$ cat config.mk
export PLATFORM = sky130hd
export DESIGN_NAME = vector_magnitude
export DESIGN_NICKNAME = d
export VERILOG_FILES = /design/src/rtl/vector_magnitude.sv
export SDC_FILE = /design/constraint.sdc
export NUM_CORES = 1
export LEC_CHECK = 0
export CORE_MARGIN = 5
export CORE_UTILIZATION = 32
export CTS_CLUSTER_DIAMETER = 120
export CTS_CLUSTER_SIZE = 16
export DETAILED_ROUTE_END_ITERATION = 8
export GPL_ROUTABILITY_DRIVEN = 0
export GPL_TIMING_DRIVEN = 0
export PLACE_DENSITY_LB_ADDON = 0.12
export SLEW_MARGIN = 40
export SYNTH_ARGS = -nofsm -noshare
export SYNTH_HDL_FRONTEND = slang
export SYNTH_SLANG_ARGS = --single-unit
$ cat constraint.sdc
create_clock -name clk -period 12.14 [get_ports clk]
set_clock_uncertainty 0.05 [all_clocks]
set_input_delay 1.214 -clock clk [delete_from_list [all_inputs] [get_ports clk]]
set_output_delay 1.214 -clock clk [all_outputs]
set_load 0.02 [all_outputs]
$ cat src/rtl/vector_magnitude.sv
// -----------------------------------------------------------------------------
// vector_magnitude
//
// Multi-channel fixed-point Euclidean norm:
//     r = sqrt(x0^2 + x1^2 + ... + x(N-1)^2)
//
// A vector is accepted with a valid/ready handshake. Each channel is then
// squared by a single time-shared squarer, one channel per cycle, into an
// accumulator. The square root of the accumulator is computed
// digit-by-digit, one result bit per cycle, MSB first. A final cycle rescales
// the root to the output format and saturates it. The result is held on r/sat
// until the consumer takes it.
//
// Parameters
//   nOfInputs       number of channels N (>= 1)
//   inputWidth      bits per signed input channel
//   inputFracWidth  fractional bits of each input
//   outputWidth     bits of unsigned result r
//   outputFracWidth fractional bits of r (<= inputFracWidth)
//
// Ports
//   clk        clock, rising edge
//   reset      asynchronous, active-high; clears all state immediately
//   in_valid   input vector present on x
//   in_ready   unit can accept (IDLE and reset low)
//   x          packed signed channels, channel i at [i*inputWidth +: inputWidth]
//   out_valid  result held on r/sat
//   out_ready  consumer takes the result
//   r          unsigned magnitude
//   sat        r was clipped to all-ones
//
// Latency: out_valid rises N + R + 1 rising edges after the accepting edge,
// where R = ceil(SW/2) and SW = 2*inputWidth + clog2(N).
// -----------------------------------------------------------------------------
module vector_magnitude #(
    parameter int nOfInputs       = 2,
    parameter int inputWidth      = 8,
    parameter int inputFracWidth  = 7,
    parameter int outputWidth     = 8,
    parameter int outputFracWidth = 7
) (
    input  logic                            clk,
    input  logic                            reset,
    input  logic                            in_valid,
    output logic                            in_ready,
    input  logic [nOfInputs*inputWidth-1:0] x,
    output logic                            out_valid,
    input  logic                            out_ready,
    output logic [outputWidth-1:0]          r,
    output logic                            sat
);

    // -------------------------------------------------------------------------
    // Derived widths
    // -------------------------------------------------------------------------
    // Guard bits for the sum of N squares; a single channel needs none.
    localparam int LOGN = (nOfInputs > 1) ? $clog2(nOfInputs) : 0;
    // Width of one exact square.
    localparam int PW   = 2 * inputWidth;
    // Width of the sum of squares.
    localparam int SW   = PW + LOGN;
    // Number of root bits, which is also the number of sqrt iterations.
    localparam int RW   = (SW + 1) / 2;
    // The radicand is padded to an even number of bits so that it can be
    // consumed two bits per iteration.
    localparam int RADW = 2 * RW;
    // The partial remainder never exceeds 2*root; after the 2-bit shift it
    // needs at most RW+3 bits.
    localparam int REMW = RW + 3;
    // Right shift that converts the root to the output fraction width.
    localparam int D    = inputFracWidth - outputFracWidth;
    // Scaled root is held wide enough to see every bit above outputWidth,
    // whether the root is wider or narrower than the output.
    localparam int VXW  = ((RW > outputWidth) ? RW : outputWidth) + 1;
    localparam int IDXW = (nOfInputs > 1) ? $clog2(nOfInputs) : 1;
    localparam int CNTW = $clog2(RW + 1);

    // -------------------------------------------------------------------------
    // FSM encoding
    // -------------------------------------------------------------------------
    localparam logic [1:0] ST_IDLE   = 2'd0;
    localparam logic [1:0] ST_SQUARE = 2'd1;
    localparam logic [1:0] ST_SQRT   = 2'd2;
    localparam logic [1:0] ST_DONE   = 2'd3;

    // -------------------------------------------------------------------------
    // State
    // -------------------------------------------------------------------------
    logic [1:0]                      state_reg,     state_next;
    logic [nOfInputs*inputWidth-1:0] x_reg,         x_next;
    logic [SW-1:0]                   acc_reg,       acc_next;
    logic [IDXW-1:0]                 idx_reg,       idx_next;
    logic [CNTW-1:0]                 cnt_reg,       cnt_next;
    logic [RADW-1:0]                 rad_reg,       rad_next;
    logic [REMW-1:0]                 rem_reg,       rem_next;
    logic [RW-1:0]                   root_reg,      root_next;
    logic                            out_valid_reg, out_valid_next;
    logic [outputWidth-1:0]          r_reg,         r_next;
    logic                            sat_reg,       sat_next;

    // -------------------------------------------------------------------------
    // Channel unpacking and the shared squarer
    // -------------------------------------------------------------------------
    logic signed [inputWidth-1:0] chan [nOfInputs];

    genvar gi;
    generate
        for (gi = 0; gi < nOfInputs; gi++) begin : g_chan
            assign chan[gi] = x_reg[gi*inputWidth +: inputWidth];
        end
    endgenerate

    logic signed [inputWidth-1:0] chan_sel;
    logic signed [PW-1:0]         sel_ext;
    logic signed [PW-1:0]         prod;
    logic        [PW-1:0]         prod_u;
    logic        [SW-1:0]         acc_sum;

    assign chan_sel = chan[idx_reg];
    assign sel_ext  = {{inputWidth{chan_sel[inputWidth-1]}}, chan_sel};
    // A square is never negative and at most 2^(PW-2) (for the most negative
    // input), so the PW-bit signed product is exact and can be read unsigned.
    assign prod     = sel_ext * sel_ext;
    assign prod_u   = $unsigned(prod);
    assign acc_sum  = acc_reg + SW'(prod_u);

    // -------------------------------------------------------------------------
    // One digit-by-digit square-root iteration
    // -------------------------------------------------------------------------
    logic [REMW-1:0] rem_shift;
    logic [REMW-1:0] trial;
    logic            trial_fits;
    logic [REMW-1:0] rem_step;
    logic [RW-1:0]   root_step;

    // Bring down the next two radicand bits and try the digit 1, i.e.
    // subtract 4*root + 1 from the shifted remainder.
    assign rem_shift  = {rem_reg[REMW-3:0], rad_reg[RADW-1 -: 2]};
    assign trial      = REMW'({root_reg, 2'b01});
    assign trial_fits = (rem_shift >= trial);
    assign rem_step   = trial_fits ? (rem_shift - trial) : rem_shift;
    assign root_step  = (root_reg << 1) | RW'(trial_fits);

    // -------------------------------------------------------------------------
    // Output scaling and saturation of the finished root
    // -------------------------------------------------------------------------
    logic [VXW-1:0]         v_ext;
    logic                   sat_calc;
    logic [outputWidth-1:0] r_calc;

    assign v_ext    = VXW'(root_reg) >> D;
    assign sat_calc = |(v_ext >> outputWidth);
    assign r_calc   = sat_calc ? {outputWidth{1'b1}} : v_ext[outputWidth-1:0];

    // -------------------------------------------------------------------------
    // Next-state logic
    // -------------------------------------------------------------------------
    always_comb begin
        state_next     = state_reg;
        x_next         = x_reg;
        acc_next       = acc_reg;
        idx_next       = idx_reg;
        cnt_next       = cnt_reg;
        rad_next       = rad_reg;
        rem_next       = rem_reg;
        root_next      = root_reg;
        out_valid_next = out_valid_reg;
        r_next         = r_reg;
        sat_next       = sat_reg;

        case (state_reg)
            ST_IDLE: begin
                // in_ready is high whenever the flops are in IDLE, so a
                // present vector is always taken here.
                if (in_valid) begin
                    x_next     = x;
                    acc_next   = '0;
                    idx_next   = '0;
                    state_next = ST_SQUARE;
                end
            end

            ST_SQUARE: begin
                acc_next = acc_sum;
                if (idx_reg == IDXW'(nOfInputs - 1)) begin
                    // Hand the complete sum straight to the root engine.
                    rad_next   = RADW'(acc_sum);
                    rem_next   = '0;
                    root_next  = '0;
                    cnt_next   = '0;
                    state_next = ST_SQRT;
                end else begin
                    idx_next = idx_reg + 1'b1;
                end
            end

            ST_SQRT: begin
                if (cnt_reg == CNTW'(RW)) begin
                    // All root bits are known; this extra cycle registers the
                    // rescaled and saturated result.
                    r_next         = r_calc;
                    sat_next       = sat_calc;
                    out_valid_next = 1'b1;
                    state_next     = ST_DONE;
                end else begin
                    rem_next  = rem_step;
                    root_next = root_step;
                    rad_next  = rad_reg << 2;
                    cnt_next  = cnt_reg + 1'b1;
                end
            end

            ST_DONE: begin
                if (out_ready) begin
                    out_valid_next = 1'b0;
                    state_next     = ST_IDLE;
                end
            end

            default: begin
                state_next = ST_IDLE;
            end
        endcase
    end

    // -------------------------------------------------------------------------
    // State registers
    // -------------------------------------------------------------------------
    always_ff @(posedge clk or posedge reset) begin
        if (reset) begin
            state_reg     <= ST_IDLE;
            x_reg         <= '0;
            acc_reg       <= '0;
            idx_reg       <= '0;
            cnt_reg       <= '0;
            rad_reg       <= '0;
            rem_reg       <= '0;
            root_reg      <= '0;
            out_valid_reg <= 1'b0;
            r_reg         <= '0;
            sat_reg       <= 1'b0;
        end else begin
            state_reg     <= state_next;
            x_reg         <= x_next;
            acc_reg       <= acc_next;
            idx_reg       <= idx_next;
            cnt_reg       <= cnt_next;
            rad_reg       <= rad_next;
            rem_reg       <= rem_next;
            root_reg      <= root_next;
            out_valid_reg <= out_valid_next;
            r_reg         <= r_next;
            sat_reg       <= sat_next;
        end
    end

    // -------------------------------------------------------------------------
    // Outputs
    // -------------------------------------------------------------------------
    // Reset gates in_ready directly so it drops as soon as reset rises.
    assign in_ready  = (state_reg == ST_IDLE) && !reset;
    assign out_valid = out_valid_reg;
    assign r         = r_reg;
    assign sat       = sat_reg;

endmodule
==> run_results.csv, run 1 <==
group,metric,value,unit
floorplan,die_w,157.6,um
setup_path,reg2reg_depth,25,
synth,synthCells,746,
timing,hold_ws,0.4310,ns
cells_and_area,nFillCells,2231,
setup_path,required,12.30,ns
floorplan,die_h,157.6,um
worst_hold_path,whs_path_depth,2,
timing,finalSetupTns,0,ns
cts,cts.sinks,87,
cells_and_area,final_cells,1073,
grt,grt-busiest-layer,"met2",
setup_path,rr_endpoint,"rad_reg[15]",
cts,cts_buffers,9,
grt,use_met2,22.51,%
floorplan,coreArea,0.02162,mm^2
timing,tightestPinTransition,0.8049,ns
setup_path,cp-end-kind,"flop",
setup_path,critPathMostFrequentCell,"inv_1",
placement,hpwlAfterDp,13.05,mm
cts,clk_pin_slew,0.07,ns
cts,postCtsSetupBuffers,0,
cts,htreeDepth,3,
run_status,status,"completed",
grt,use_met1,19.60,%
timing,final-hold-violation-count,0,
cells_and_area,drive_gt1_share,7.945,%
detailed_routing,num_vias,5284,
timing,layout_min_cycle_time,6.902,ns
worst_hold_path,hold_path.class,"flop to flop",
worst_hold_path,min-delay-start,"r[5]",
setup_path,cpMaxStageDelayCell,"fa_1",
detailed_routing,first_iter_violations,236,
grt,grt_pass1_vias,5386,
setup_path,slowest_delay,0.64,ns
grt,antenna_found_initial,0,
setup_path,regToRegStartpoint,"idx_reg",
detailed_routing,first_pass_iters,4,
cells_and_area,area_delta_synth_final,14.22,%
timing,drv_slew,0,
setup_path,cp_top_family,"adder cells",
worst_hold_path,hold_end,"r[5]",
grt,grt.overflow.total,0,
setup_path,critPathLaunchType,"flop",
grt,grt_usage,13.85,%
synth,postSynthAreaPerCell,9.342,um^2
setup_path,cp_data_arrival_time,7.06,ns
grt,grt_max_degree,53,
detailed_routing,drc,0,
placement,dp.cells,1057,
synth,synth_nets,870,
synth,synth_ff_type,"dfrtp_1",
synth,synth-seq-cells,87,
cells_and_area,multiInputGateArea,0.004298,mm^2
grt,grt_pass1_wl,27.68,mm
detailed_routing,via_per_inst,4.925,
synth,synth_edf_count,0,
timing,clock.fmax,144.9,MHz
detailed_routing,ant_nets,0,
timing,rsz0062_at_grt,"false",
synth,yosysSeqAreaShare,31.24,%
flow_run,drv_cap,0,
setup_path,crit_fanout,10,
placement,numPortBuffers,30,
synth,yosys_warnings,0,
setup_path,critPathKind,"flop to flop",
cts,cts_tree,"yes",
detailed_routing,wl,16.24,mm
cts,clk_root_buffer_cell,"clkbuf_16",
cells_and_area,seq_area,0.002177,mm^2
synth,async_reset_ff_share,100.0,%
floorplan,die_area,0.02483,mm^2
cells_and_area,layout.nets,912,
timing,period_share,56.86,%
synth,yosysUniqueCellTypes,59,
setup_path,crit_buf_inv,7,
detailed_routing,wl_per_cell,15.14,um
setup_path,r2r_slack,5.24,ns
floorplan,io_pins,31,
cts,ctsResizeCount,0,
timing,slew_headroom,44.81,%
cells_and_area,antenna_cells,0,
floorplan,start_util,32.23,%
cts,clk_latency,0.35,ns
grt,met3_usage,2.624,%
cts,hold_buffers,0,
floorplan,rows,54,
cells_and_area,largest_reg_flops,18,
cts,clk_path_buf_depth,2,
timing,setup_viol,0,
synth,synth_area,0.006969,mm^2
## metal layers
metal	vias up	wire length, um
met4	0	145
met1	2600	7962
met5	-	0
met3	14	672
met2	82	7462
li1	2588	-
## per-stage QoR
step	worst slack (ns)	cell area, um^2	utilization, %
3_3_place_gp	5.179	7620	35.24
2_1_floorplan	6.100	6969	-
4_1_cts	5.151	7960	36.82
5_1_grt	4.729	7960	36.82
3_5_place_dp	5.133	7652	35.39
6_report	5.238	7960	36.82
## synthesized netlist by cell type, types with 2 or more instances
| cell type | count | area [um^2] |
|---|---|---|
| nor3_1 | 7 | 35.03 |
| a31oi_1 | 4 | 25.02 |
| a211o_1 | 2 | 17.52 |
| ha_1 | 63 | 788.3 |
| or2_2 | 3 | 18.77 |
| fa_1 | 41 | 820.8 |
| nand4_1 | 2 | 12.51 |
| xnor2_1 | 28 | 245.2 |
| a21oi_2 | 2 | 17.52 |
| nand2_1 | 73 | 274.0 |
| mux2i_2 | 2 | 27.53 |
| and2_1 | 2 | 12.51 |
| a22o_1 | 9 | 78.83 |
| inv_1 | 106 | 397.9 |
| o31ai_1 | 6 | 45.04 |
| o21ai_0 | 54 | 270.3 |
| a21o_1 | 10 | 75.07 |
| and3_1 | 6 | 37.54 |
| clkbuf_1 | 11 | 41.29 |
| mux2_2 | 18 | 202.7 |
| o211ai_1 | 11 | 82.58 |
| xor2_1 | 16 | 140.1 |
| buf_6 | 2 | 22.52 |
| nand3_1 | 28 | 140.1 |
| o211ai_2 | 2 | 25.02 |
| o21bai_1 | 2 | 15.01 |
| nand2b_1 | 4 | 25.02 |
| dfrtp_1 | 87 | 2177 |
| buf_2 | 5 | 25.02 |
| o21a_1 | 5 | 37.54 |
| a31o_2 | 2 | 17.52 |
| a21oi_1 | 36 | 180.2 |
| nor2b_1 | 5 | 31.28 |
| o311ai_2 | 2 | 32.53 |
| mux2i_1 | 18 | 180.2 |
| nor2_1 | 49 | 183.9 |
## logic make-up after synthesis
group           Yosys count  synth area share, %
simple gates            185                11.71
compound gates          160                14.90
buf+inv                 126                7.091
fa+ha+maj               104                23.09
flops                    87                31.24
xor+xnor                 45                5.763
mux                      39                6.212
## worst max-delay path by stage
| stage | start | end | cells after the start |
|---|---|---|---|
| finish | idx_reg | rad_reg[15] | 25 |
| global placement | idx_reg | rad_reg[15] | 25 |
| detailed placement | idx_reg | rad_reg[15] | 25 |
| global route | idx_reg | rad_reg[16] | 24 |
| floorplan | idx_reg | rad_reg[15] | 25 |
| CTS | idx_reg | rad_reg[15] | 25 |
## worst reg2reg max path, cell delays in order, from the launching register on
cell     delay, ns
dfrtp_1       0.37
buf_6         0.19
mux2i_1       0.59
inv_1         0.30
nand2_1       0.19
inv_1         0.10
fa_1          0.64
inv_1         0.15
fa_1          0.55
inv_1         0.05
fa_1          0.53
inv_1         0.05
fa_1          0.53
inv_1         0.04
ha_1          0.30
or2_2         0.31
o31a_1        0.13
a31oi_1       0.17
o21ai_0       0.11
xor2_1        0.16
ha_1          0.25
or3_1         0.38
o32ai_1       0.22
a31oi_1       0.09
xnor2_1       0.22
o21ai_0       0.10
## layout by cell type (no fill, tap or decap), types with 28 or more instances in the layout
cell and instances:
dfrtp_1 87, fa_1 41, xnor2_1 28, nand2_1 73, ha_1 63, a21oi_1 36
clkdlybuf4s50_1 30, nand3_1 28, nor2_1 49, o21ai_0 54, inv_1 105
## cell type report
type,count,share of cell area [%]
plain buffers,19,1.163
clock buffers,10,3.002
clock inverters,6,0.8645
inverters,107,5.108
multi-input cells,533,53.99
flip-flops and latches,87,27.35
well taps,280,4.401
repair buffers,31,4.118
Power of run 1 is not shown: default switching activity piles up to over one toggle a cycle in this logic, so the estimate is an artifact.
==> run 2, diff against run 1 <==
==> constraint.sdc (replaced) <==
create_clock -name clk -period 6.1 [get_ports clk]
set_clock_uncertainty 0.05 [all_clocks]
set_input_delay 0.61 -clock clk [delete_from_list [all_inputs] [get_ports clk]]
set_output_delay 0.61 -clock clk [all_outputs]
set_load 0.02 [all_outputs]
==> run_results.csv, run 2 (same netlist as run 1, synthesis figures left out) <==
group,metric,value,unit
cells_and_area,multiInputGateArea,0.004622,mm^2
cells_and_area,seq_area,0.002178,mm^2
cells_and_area,area_delta_synth_final,24.51,%
timing,drv_slew,0,
cts,clk_root_buffer_cell,"clkbuf_16",
grt,grt_pass1_vias,5562,
detailed_routing,first_iter_violations,264,
timing,clock.fmax,166.1,MHz
floorplan,die_h,157.6,um
floorplan,coreArea,0.02162,mm^2
grt,grt_max_degree,53,
cts,hold_buffers,0,
detailed_routing,num_vias,5447,
setup_path,crit_fanout,5,
grt,antenna_found_initial,0,
setup_path,cpMaxStageDelayCell,"fa_1",
cells_and_area,nFillCells,2156,
setup_path,r2r_slack,0.08,ns
timing,setup_viol,0,
setup_path,cp_data_arrival_time,6.23,ns
placement,hpwlAfterDp,13.05,mm
worst_hold_path,hold_path.class,"flop to flop",
cts,clk_pin_slew,0.06,ns
timing,tightestPinTransition,0.8014,ns
timing,final-hold-violation-count,0,
detailed_routing,wl_per_cell,15.64,um
cells_and_area,mostFrequentLayoutCell,"inv_1",
detailed_routing,via_per_inst,4.890,
cts,clk_path_buf_depth,2,
grt,grt.overflow.total,0,
grt,grt_usage,14.55,%
timing,period_share,98.69,%
cells_and_area,largest_reg_flops,18,
cells_and_area,antenna_cells,0,
cts,cts.sinks,87,
timing,layout_min_cycle_time,6.020,ns
cells_and_area,final_cell_mix,"94 x inv_1, 86 x dfrtp_1, 71 x nand2_1, 52 x ha_1, 49 x o21ai_0",
cells_and_area,layout.nets,953,
detailed_routing,first_pass_iters,4,
timing,slew_headroom,45.04,%
setup_path,crit_buf_inv,6,
setup_path,critPathKind,"flop to flop",
setup_path,cp-end-kind,"flop",
cts,clk_latency,0.35,ns
cells_and_area,utilization,40.13,%
setup_path,critPathMostFrequentCell,"fa_1",
timing,finalSetupTns,0,ns
detailed_routing,wl,17.42,mm
cts,cts_buffers,9,
cts,htreeDepth,3,
grt,grt_pass1_wl,28.86,mm
setup_path,required,6.31,ns
setup_path,cp.depth,25,
cts,cts_tree,"yes",
cells_and_area,drive_gt1_share,18.94,%
timing,rsz0062_at_grt,"true",
setup_path,reg2reg_depth,25,
detailed_routing,ant_nets,0,
run_status,status,"completed",
floorplan,die_w,157.6,um
flow_run,drv_cap,0,
floorplan,start_util,32.23,%
floorplan,rows,54,
worst_hold_path,whs_path_depth,2,
setup_path,cp_top_family,"adder cells",
floorplan,die_area,0.02483,mm^2
timing,hold_ws,0.4310,ns
placement,numPortBuffers,30,
setup_path,critPathLaunchType,"flop",
floorplan,io_pins,31,
setup_path,slowest_delay,0.55,ns
detailed_routing,drc,0,
run 2: cell count changes in the layout (fill, tap and decap cells not counted), sizes merged:
cell,previous run,this run
buf,9,50
run 2: final cells by class:
| cell class | count | area share (%) |
|---|---|---|
| multi-input cells | 533 | 53.27 |
| flip-flops and latches | 87 | 25.10 |
| repair buffers | 72 | 8.161 |
| inverters | 107 | 4.715 |
| well taps | 280 | 4.037 |
| clock buffers | 10 | 2.754 |
| plain buffers | 19 | 1.168 |
| clock inverters | 6 | 0.7931 |
run 2: timing repair:
item,in CTS,in global routing
hold endpoints to repair,0,0
gates cloned,1,0
setup buffers,26,16
pin swaps,30,39
resized for setup,48,39
endpoints found under the setup margin,10,8
run 2: metal layers:
| metal | part of all wire, % | vias to the layer above | wire [um] | track usage [%] |
|---|---|---|---|---|
| li1 | - | 2680 | - | - |
| met4 | 1.3 | 0 | 233 | 3.318 |
| met2 | 47 | 64 | 8242 | 23.77 |
| met3 | 2.3 | 11 | 408 | 2.542 |
| met5 | 0 | - | 0 | 0 |
| met1 | 49 | 2692 | 8537 | 20.28 |
run 2: tightest hold or removal path, delay by kind of cell (launching register included):
kind            cells  cell delay [ns]
compound gates      1             0.06
flops               1             0.34
simple gates        1             0.05
run 2: path summary, 6_finish.rpt:
| check | endpoint | start |
|---|---|---|
| max | rad_reg[16] | idx_reg |
| min | rad_reg[10] | rad_reg[10] |
| max reg2reg | rad_reg[16] | idx_reg |
| min reg2reg | rad_reg[10] | rad_reg[10] |
| max in group asynchronous | rem_reg[8] | reset |
| min in group asynchronous | x_reg[9] | reset |
run 2: metrics by stage:
stage | setup WS [ns] | area [um^2] | std cells
global route | -0.1707 | 8677 | 1114
global placement | -0.8607 | 7620 | 1056
finish | 0.07965 | 8677 | 1114
detailed placement | -0.9068 | 7652 | 1057
floorplan | 0.05971 | 6969 | 746
CTS | 0.002627 | 8417 | 1100
Power of run 2 is left out for the same reason.
==> run 3, diff against run 2 <==
==> constraint.sdc (replaced) <==
create_clock -name clk -period 6.1 [get_ports clk]
set_clock_uncertainty 0.05 [all_clocks]
set_input_delay 1.525 -clock clk [delete_from_list [all_inputs] [get_ports clk]]
set_output_delay 1.525 -clock clk [all_outputs]
set_load 0.02 [all_outputs]
==> results of run 3 <==
Same layout as run 2 (identical final DEF). Status: completed.
Power of run 3 is left out for the same reason.
